## config.mk

```make
export PLATFORM = sky130hd
export DESIGN_NAME = rgb_frame_loader
export DESIGN_NICKNAME = d
export VERILOG_FILES = /design/src/rtl/dm163_pkg.sv /design/src/rtl/rgb_byte_packer.sv /design/src/rtl/rgb_frame_loader.sv
export SDC_FILE = /design/constraint.sdc
export NUM_CORES = 1
export LEC_CHECK = 0
export CAP_MARGIN = 20
export CORE_ASPECT_RATIO = 2
export CORE_MARGIN = 10
export CORE_UTILIZATION = 51
export CTS_CLUSTER_DIAMETER = 200
export DETAILED_ROUTE_END_ITERATION = 7
export PLACE_DENSITY = 0.79
export SYNTH_ARGS = -nofsm -noshare
export SYNTH_HDL_FRONTEND = slang
export SYNTH_SLANG_ARGS = --single-unit
```

## constraint.sdc

```tcl
create_clock -name clk -period 2.1 [get_ports clk]
set_input_delay 0.21 -clock clk [delete_from_list [all_inputs] [get_ports clk]]
set_output_delay 0.21 -clock clk [all_outputs]
set_load 0.05 [all_outputs]
```

## src/rtl/dm163_pkg.sv

```systemverilog
// Shared geometry and state definitions for the DM163 frame path.
package dm163_pkg;

    localparam int unsigned PIXELS_PER_FRAME = 64;
    localparam int unsigned BITS_PER_PIXEL   = 24;
    localparam int unsigned PIXEL_ADDR_W     = 6;
    localparam int unsigned BYTES_PER_PIXEL  = 3;

    typedef enum logic [1:0] {
        COLLECT,
        LAST,
        COMMIT
    } loader_state_t;

endpackage

```

## src/rtl/rgb_byte_packer.sv

```systemverilog
// Packs accepted stream bytes into 24-bit pixels and handles in_sof resync.
module rgb_byte_packer
    import dm163_pkg::*;
(
    input  logic                      clk,
    input  logic                      rst_n,
    input  logic [7:0]                in_data,
    input  logic                      accept,
    input  logic                      in_sof,
    input  logic                      pix_zero,
    output logic                      resync,
    output logic                      pixel_done,
    output logic [BITS_PER_PIXEL-1:0] pixel_value,
    output logic                      frame_err
);

    localparam logic [1:0] LAST_SLOT = 2'(BYTES_PER_PIXEL - 1);

    logic [1:0] byte_cnt;
    logic [7:0] slot0;
    logic [7:0] slot1;

    // Resync when a start-of-frame byte arrives mid-frame; a resync byte never completes a pixel.
    always_comb begin
        resync     = accept & in_sof & ((byte_cnt != 2'd0) | ~pix_zero);
        pixel_done = accept & ~in_sof & (byte_cnt == LAST_SLOT);
    end

    // Byte slots, slot counter, packed pixel register and error pulse.
    always_ff @(posedge clk or negedge rst_n) begin
        if (!rst_n) begin
            byte_cnt    <= '0;
            slot0       <= '0;
            slot1       <= '0;
            pixel_value <= '0;
            frame_err   <= 1'b0;
        end else begin
            frame_err <= resync;
            if (accept) begin
                if (resync) begin
                    slot0    <= in_data;
                    byte_cnt <= 2'd1;
                end else begin
                    case (byte_cnt)
                        2'd0: begin
                            slot0    <= in_data;
                            byte_cnt <= 2'd1;
                        end
                        2'd1: begin
                            slot1    <= in_data;
                            byte_cnt <= 2'd2;
                        end
                        default: begin
                            pixel_value <= {slot0, slot1, in_data};
                            byte_cnt    <= '0;
                        end
                    endcase
                end
            end
        end
    end

endmodule

```

## src/rtl/rgb_frame_loader.sv

```systemverilog
// Loads one 8x8 RGB frame from a byte stream into the mux back buffer, then requests a swap.
module rgb_frame_loader
    import dm163_pkg::*;
(
    input  logic                      clk,
    input  logic                      rst_n,
    input  logic [7:0]                in_data,
    input  logic                      in_valid,
    input  logic                      in_sof,
    output logic                      in_ready,
    input  logic                      mux_ready,
    output logic                      write_en,
    output logic [PIXEL_ADDR_W-1:0]   pixel_addr,
    output logic [BITS_PER_PIXEL-1:0] pixel_value,
    output logic                      send_frame,
    output logic                      frame_err,
    output logic [7:0]                frame_count
);

    localparam logic [PIXEL_ADDR_W-1:0] LAST_PIX = PIXEL_ADDR_W'(PIXELS_PER_FRAME - 1);

    loader_state_t           state;
    loader_state_t           state_next;
    logic [PIXEL_ADDR_W-1:0] pix_cnt;
    logic                    accept;
    logic                    resync;
    logic                    pixel_done;

    assign accept = in_valid & in_ready;

    rgb_byte_packer u_packer (
        .clk         (clk),
        .rst_n       (rst_n),
        .in_data     (in_data),
        .accept      (accept),
        .in_sof      (in_sof),
        .pix_zero    (pix_cnt == '0),
        .resync      (resync),
        .pixel_done  (pixel_done),
        .pixel_value (pixel_value),
        .frame_err   (frame_err)
    );

    // Next-state and swap request.
    always_comb begin
        state_next = state;
        send_frame = 1'b0;
        case (state)
            COLLECT: if (pixel_done && pix_cnt == LAST_PIX) state_next = LAST;
            LAST:    state_next = COMMIT;
            COMMIT: begin
                send_frame = mux_ready;
                if (mux_ready) state_next = COLLECT;
            end
            default: state_next = COLLECT;
        endcase
    end

    // State register.
    always_ff @(posedge clk or negedge rst_n) begin
        if (!rst_n) state <= COLLECT;
        else        state <= state_next;
    end

    // in_ready is registered from the next state so it stays low through reset.
    always_ff @(posedge clk or negedge rst_n) begin
        if (!rst_n) begin
            in_ready    <= 1'b0;
            pix_cnt     <= '0;
            write_en    <= 1'b0;
            pixel_addr  <= '0;
            frame_count <= '0;
        end else begin
            in_ready <= (state_next == COLLECT);
            write_en <= pixel_done;
            if (pixel_done) pixel_addr <= pix_cnt;
            if (resync || send_frame) pix_cnt <= '0;
            else if (pixel_done)      pix_cnt <= pix_cnt + 1'b1;
            if (send_frame) frame_count <= frame_count + 8'd1;
        end
    end

endmodule

```

# [Word level (Yosys, flattened, before mapping)]
# Index checks and enable logic that the tools add are counted.
# Widths: inputs -> output; s select.
[word_totals] reg_bits=67 in_bits=13 word_cells=51
[op_classes] add_sub_neg=2 n_eq_ne=5 mux=10 n_bitwise=10 n_reduce_logical=13
[op_table] op="$mux 8" count=2
[op_table] op="$mux 6" count=2
[op_table] op="$add 8x1->8 const B" count=1
[op_table] op="$add 6x1->6 const B" count=1
[op_table] op="$eq 6x6->1 const B" count=1
[op_table] op="$logic_not 2->1" count=3
[op_table] op="$logic_not 6->1" count=1
[op_table] op="$mux 2" count=3
[op_table] op="$pmux 2 s3" count=1
[op_table] op="$reduce_and 3->1" count=2
[op_table] op="$reduce_bool 2->1" count=3
[op_table] op="$and 1x1->1" count=5
[op_table] op="$eq 2x1->1 const B" count=2
[op_table] op="$eq 2x2->1 const B" count=2
[op_table] op="$not 1->1" count=4
[op_table] op="$pmux 2 s2" count=1
[op_table] op="$reduce_and 2->1" count=1
[op_table] op="$reduce_or 2->1" count=1
[op_table] op="$logic_and 1x1->1" count=1
[op_table] op="$logic_or 1x1->1" count=1
[op_table] op="$mux 1" count=1
[op_table] op="$or 1x1->1" count=1

# [Depth between registers and ports, before layout]
# Gate-level depths: netlist of the first run.
[logic_depth] ltp_word=7 mapped_depth=5 mapped_depth_nobuf=5

# [Hierarchy]
# A second synthesis of the first run with hierarchy kept.
[hier_totals] hier_cells=180 hier_area_um2=2672.6
[by_module_without_submodules] module="rgb_byte_packer" instances=1 cells_each=96 area_per_inst_um2=1610.3 seq_area_each_um2=1076.0
[by_module_without_submodules] module="rgb_frame_loader" instances=1 cells_each=84 area_per_inst_um2=1062.3 seq_area_each_um2=600.6

# [Least setup slack after synthesis of the first run]
# OpenSTA, ideal clock, no wires.
[synth_path] kind="register to register" startpoint="register in_ready" endpoint="register u_packer.slot1[0]" setup_time_ns=0.125 t_arrival_ns=1.684 required_ns=1.975 path_slack_ns=0.291 stages_incl_launch_ff=4 path_buffers=0 synth_period_minus_slack_ns=1.809 cell_sequence="dfrtp_1 nand2_1 nor4_4 mux2_2"
[synth_via] elab_chain_len=5
[synth_lines] item="start, declared" line_no="rgb_frame_loader.sv:10" source="output logic in_ready,"
[synth_lines] item="start signal, assigned" line_no="rgb_frame_loader.sv:74" source="in_ready <= (state_next == COLLECT);"
[synth_lines] item="$and 1x1->1 (*)" line_no="rgb_frame_loader.sv:29" source="assign accept = in_valid & in_ready;"
[synth_lines] item="$and 1x1->1 (2 in series)" line_no="rgb_byte_packer.sv:25" source="resync = accept & in_sof & ((byte_cnt != 2'd0) | ~pix_zero);"
[synth_lines] item="$not 1->1 (no line)"
[synth_lines] item="$reduce_and 3->1 (no line) (*)"
[synth_lines] item="end signal, assigned" line_no="rgb_byte_packer.sv:50" source="slot1 <= in_data;"
[synth_lines] item="end, declared" line_no="rgb_byte_packer.sv:21" source="logic [7:0] slot1;"
# Mark *: on every way between the ends. The rest lies on a longest branch, timed or not.
# A chain may end at the register's enable or synchronous reset.

# [Worst setup path after layout of the first run]
[layout_path] startpoint="register in_ready" endpoint="output in_ready"
# No word-level cell between the ends.

==> impl_metrics.tcl, run 1 <==
set metrics [dict create \
    outcome "complete, no violations" \
    avgSynthCellArea_um2 11.6 \
    antenna_cells 0 \
    clock_latency_ns 0.34 \
    endpoint_kind "output pin" \
    grt_pass1_vias 2064 \
    syn_area_um2 2720 \
    die_w_um 71.7 \
    hold_class "in -> async" \
    multi_input_area_um2 993 \
    core_um2 5180 \
    rows 37 \
    path_cells "clkdlybuf4s50_1" \
    r2r-start "u_packer.byte_cnt[0]$_DFFE_PN0N_" \
    first_pass_iters 4 \
    syn_to_final_growth_pct 32.0 \
    ys_ff_latch 67 \
    min_period_ns 1.85 \
    finalCritPeriodShare_pct 88.0 \
    worstSetupPathType "reg -> out" \
    start_util_pct 52.5 \
    irDropWorstVdd_mv 1.01 \
    crit_path_top_delay_cell "clkdlybuf4s50_1" \
    grt_max_degree 26 \
    skew_ns 0.00997 \
    gp_congestion 0.771 \
    slew_viol_final 0 \
    synthTopCellsByArea "dfrtp_1 (62%), nand2_1 (11%), mux2_2 (9.9%), xnor2_1 (1.9%), a211oi_1 (1.4%)" \
    dp_hpwl_um 4370 \
    utilization_pct 69.3 \
    regArea_um2 1680 \
    port_buffers 54 \
    routed_wl_um 5730 \
    final_layout_size_suffix_gt1_share_pct 18.6 \
    yosysUniqueCellTypes 33 \
    rrSetupSlack_ns 0.49 \
    synth.top_cell.area_share_pct 61.6 \
    pre_cts_slack_ns 0.201 \
    grt_usage_pct 13.9 \
    hold_viol_final 0 \
    slew_headroom_pct 64.7 \
    finalSetupTns_ns 0 \
    fmax_mhz 541 \
    synth_area_leader_cell "dfrtp_1" \
    synth_warnings 0 \
    ff2ff_path_depth 3 \
    final_common_cell "nand2_1" \
    r2r-end "pix_cnt[5]$_DFFE_PN0P_" \
    clkSlewWorstSetupHoldPaths_ns 0.07 \
    ios 55 \
    syn_nets 251 \
    start_kind "flip-flop" \
    cp_num_cells 1 \
    arrival_ns 1.64 \
    ys_seq_area_share_pct 61.6 \
    grt_overflow 0 \
    drtAntennaViolNets 0 \
    crit_family "buffers and inverters" \
    fp.dieH_um 123 \
    setup_slack_ns 0.252 \
    cts_root_buf "clkbuf_8" \
    fill_cells 395 \
    drtIter0Drc 91 \
    wl_per_cell_um 15.7 \
    htree_levels 3 \
    final_cell_mix "nand2_1 (78), dfrtp_1 (67), clkdlybuf4s50_1 (52), mux2_2 (24)" \
    tightest_slew_ns 0.528 \
    numCtsBuffers 9 \
    post_cts_buffers 0 \
    power_leakage_nw 1.68 \
    setup_viol 0 \
    num_vias 1903 \
    max_stage_delay_ns 0.85 \
    maxCapViolCount 0 \
    dieArea_um2 8840 \
    rsz0062_at_grt "no" \
    antenna_found_initial 0 \
    required_ns 1.89 \
    drc_errors 0 \
    routed_via_density 5.23 \
    crit_buf_inv 1 \
    p_per_area_nw_per_um2 1190 \
    grt_pass1_wl_um 9690 \
    critPathMaxFanout 5 \
    clockBufferDepth 2 \
    fin_nets 317 \
    cts_sinks 67 \
    cts_tree "done" \
    synthCells 235 \
]
[area by class of cell]
type | instances | share of cell area [%]
Inverter | 3 | 0.313
Tap cell | 58 | 2.02
Clock buffer | 9 | 3.45
Timing Repair Buffer | 64 | 17.3
Clock inverter | 7 | 2.58
Multi-Input combinational cell | 156 | 27.6
Sequential cell | 67 | 46.7
[power breakdown]
group / switching [mW] / leakage (nW) / internal (mW)
clock network: 0.484 / 0.113 / 0.665
logic: 0.928 / 0.709 / 0.479
registers: 0.152 / 0.859 / 1.56
total: 1.56 / 1.68 / 2.70
[worst max path at each step]
stage | from | endpoint | slack [ns]
2_1_floorplan | in_ready$_DFF_PN0_ | u_packer.slot1[0]$_DFFE_PN0P_ | 0.29
3_3_place_gp | in_sof | pix_cnt[5]$_DFFE_PN0P_ | 0.27
3_5_place_dp | in_sof | pix_cnt[4]$_DFFE_PN0P_ | 0.20
4_1_cts | in_ready$_DFF_PN0_ | in_ready | 0.23
5_1_grt | in_ready$_DFF_PN0_ | in_ready | 0.20
6_report | in_ready$_DFF_PN0_ | in_ready | 0.25
[cells in the mapped netlist, drive strengths merged]
cell type  number
nand4b          2
or4             3
dfrtp          67
xor2            1
a21o            1
a31oi           1
nand2          78
o31ai           3
or3             1
nand3           5
nor4            1
nand4           4
nor3            1
or4bb           1
nor2            5
buf             6
and3            2
mux2           24
clkbuf          3
o21ai           3
o21bai          1
a211oi          6
ha              3
and4b           1
inv             3
nor3b           1
nand2b          1
and3b           1
xnor2           6
[stage by stage]
step	hold slack, ns	power [mW]	cells	cell area [µm²]
4_1_cts	0.368	4.32	364	3590
3_5_place_dp	0.203	3.16	347	3370
5_1_grt	0.391	4.46	364	3590
3_3_place_gp	0.198	3.14	347	3370
2_1_floorplan	-0.0856	2.62	235	2720
6_report	0.365	4.26	364	3590
[registers in the layout, indices dropped and copies added, names as in the netlist]
signal                cells
u_packer.pixel_value     24
frame_count               8
u_packer.byte_cnt         2
in_ready                  1
pixel_addr                6
state                     2
u_packer.slot0            8
write_en                  1
u_packer.slot1            8
u_packer.frame_err        1
pix_cnt                   6
[routing by layer]
| layer | vias up | share of wire, % | GRT usage [%] | routed length, µm |
|---|---|---|---|---|
| met4 | 0 | 1.3 | 5.47 | 77 |
| met5 | - | 0 | 0 | 0 |
| li1 | 922 | - | - | - |
| met3 | 5 | 5.8 | 5.85 | 334 |
| met1 | 933 | 39 | 14.5 | 2240 |
| met2 | 43 | 54 | 24.0 | 3080 |
[cell families (layout without fill, tap and decap cells)]
family / Yosys count / after routing / synth area share (%)
simple gates: 107 / 107 / 18.8
flops: 67 / 67 / 61.6
mux: 24 / 24 / 9.93
compound gates: 15 / 15 / 4.14
buf+inv: 12 / 83 / 1.93
xor+xnor: 7 / 7 / 2.25
fa+ha+maj: 3 / 3 / 1.38
[timing repair]
item / CTS / global route
gates resized for setup: 0 / 0
hold endpoints to repair: 21 / 0
hold buffers: 1 / 0
Note: power is estimated with default switching activity, not from simulation.
==> run 2: changes to the inputs <==
- CORE_UTILIZATION: 51 -> 30
- GPL_ROUTABILITY_DRIVEN: not set -> 0
- PLACE_DENSITY: 0.79 -> 0.51
==> impl_metrics.tcl, run 2 (same netlist as run 1, synthesis figures left out) <==
set metrics [dict create \
    multi_input_area_um2 993 \
    hold_viol_final 0 \
    r2r-end "u_packer.slot1[3]$_DFFE_PN0P_" \
    grt_pass1_wl_um 10800 \
    ios 55 \
    crit_family "buffers and inverters" \
    clkSlewWorstSetupHoldPaths_ns 0.05 \
    arrival_ns 1.59 \
    grt_max_degree 28 \
    slew_viol_final 0 \
    first_pass_iters 4 \
    dieArea_um2 13500 \
    wl_per_cell_um 16.1 \
    grt_pass1_vias 2085 \
    outcome "complete, no violations" \
    dpl_cell_area_um2 3450 \
    ff2ff_path_depth 4 \
    grt_usage_pct 10.4 \
    fp.dieH_um 155 \
    regArea_um2 1680 \
    skew_ns 0.00399 \
    worstSetupPathType "reg -> out" \
    fin_nets 321 \
    finalSetupTns_ns 0 \
    maxCapViolCount 0 \
    min_period_ns 1.80 \
    core_um2 8950 \
    final_layout_size_suffix_gt1_share_pct 19.0 \
    rsz0062_at_grt "no" \
    antenna_cells 0 \
    cts_root_buf "clkbuf_16" \
    path_cells "clkdlybuf4s50_1" \
    fill_cells 886 \
    drtAntennaViolNets 0 \
    rrSetupSlack_ns 0.47 \
    routed_wl_um 6650 \
    finalCritPeriodShare_pct 85.9 \
    post_cts_resized 0 \
    numCtsBuffers 9 \
    final_area_um2 3810 \
    final_cell_mix "nand2_1 (78), dfrtp_1 (67), clkdlybuf4s50_1 (52), mux2_2 (24), buf_4 (13)" \
    drtIter0Drc 57 \
    clockBufferDepth 2 \
    p_per_area_nw_per_um2 1280 \
    required_ns 1.89 \
    r2r-start "u_packer.byte_cnt[0]$_DFFE_PN0N_" \
    crit_buf_inv 1 \
    crit_path_top_delay_cell "clkdlybuf4s50_1" \
    drc_errors 0 \
    start_util_pct 30.4 \
    num_vias 1953 \
    cts_tree "done" \
    routed_via_density 4.74 \
    top_register "u_packer.pixel_value" \
    cts_sinks 67 \
    irDropWorstVdd_mv 0.531 \
    power_leakage_nw 1.75 \
    htree_levels 3 \
    largest_register_ffs 24 \
    slew_headroom_pct 58.9 \
    hold_class "in -> async" \
    rows 49 \
    final_common_cell "nand2_1" \
    clock_latency_ns 0.33 \
    antenna_found_initial 0 \
    grt_overflow 0 \
    max_stage_delay_ns 0.84 \
    fmax_mhz 554 \
    setup_viol 0 \
    dp_hpwl_um 5060 \
    endpoint_kind "output pin" \
    tightest_slew_ns 0.617 \
    critPathMaxFanout 5 \
    die_w_um 87.4 \
    start_kind "flip-flop" \
    port_buffers 54 \
    syn_to_final_growth_pct 39.8 \
]
[run 2: changes by cell type in the layout (fill, tap and decap cells not counted)]
cell | previous run | this run
clkbuf_16 | 0 | 9
clkbuf_8 | 9 | 1
buf_4 | 9 | 13
clkinv_2 | 3 | 0
clkbuf_1 | 0 | 2
clkinv_4 | 2 | 0
bufinv_16 | 2 | 3
clkinvlp_4 | 0 | 1
[run 2: per-layer routing]
metal,GRT usage (%),vias to the layer above,routed length [µm]
met2,17.8,44,3640
met4,5.95,0,148
met5,0,-,0
met3,3.68,9,421
met1,10.4,963,2440
li1,-,937,-
[run 2: through the flow]
step | utilization (%) | total power, mW | instances | setup WS [ns] | hold slack [ns]
after global routing | 42.5 | 5.07 | 412 | 0.220 | 0.489
final | 42.5 | 4.85 | 412 | 0.295 | 0.428
after CTS | 42.5 | 4.93 | 412 | 0.266 | 0.450
after detailed placement | 38.6 | 3.19 | 395 | 0.222 | 0.265
after floorplan | - | 2.62 | 235 | 0.291 | -0.0856
after global placement | 38.6 | 3.18 | 395 | 0.258 | 0.254
[run 2: worst max-delay path by stage]
stage | endpoint | from | slack (ns) | cells past startpoint
2_1_floorplan | u_packer.slot1[0]$_DFFE_PN0P_ | in_ready$_DFF_PN0_ | 0.29 | 3
3_3_place_gp | pix_cnt[5]$_DFFE_PN0P_ | in_sof | 0.26 | 4
3_5_place_dp | pix_cnt[3]$_DFFE_PN0P_ | in_sof | 0.22 | 4
4_1_cts | in_ready | in_ready$_DFF_PN0_ | 0.27 | 1
5_1_grt | in_ready | in_ready$_DFF_PN0_ | 0.22 | 1
6_report | in_ready | in_ready$_DFF_PN0_ | 0.30 | 1
[run 2: layout make-up]
| type | count | share of cell area, % |
|---|---|---|
| clock buffer | 12 | 6.48 |
| inverter | 3 | 0.296 |
| clock inverter | 4 | 2.56 |
| tap | 102 | 3.35 |
| multi-input combinational | 156 | 26.1 |
| sequential | 67 | 44.1 |
| timing repair buffer | 68 | 17.2 |
[run 2: power by group]
part,total (mW),switching (mW),internal (mW)
combinational,1.41,0.933,0.482
sequential,1.72,0.161,1.56
clock,1.72,0.527,1.19
[run 2: what timing repair did]
item,4_1_cts,5_1_grt
hold buffers,1,0
hold endpoints to repair,23,0
buffers inserted,0,0
setup endpoints to repair,0,0
==> run 3: changes to the inputs <==
- CTS_CLUSTER_DIAMETER: 200 -> not set
==> results of run 3 <==
No change in the layout: final DEF, timing and power equal those of run 2.
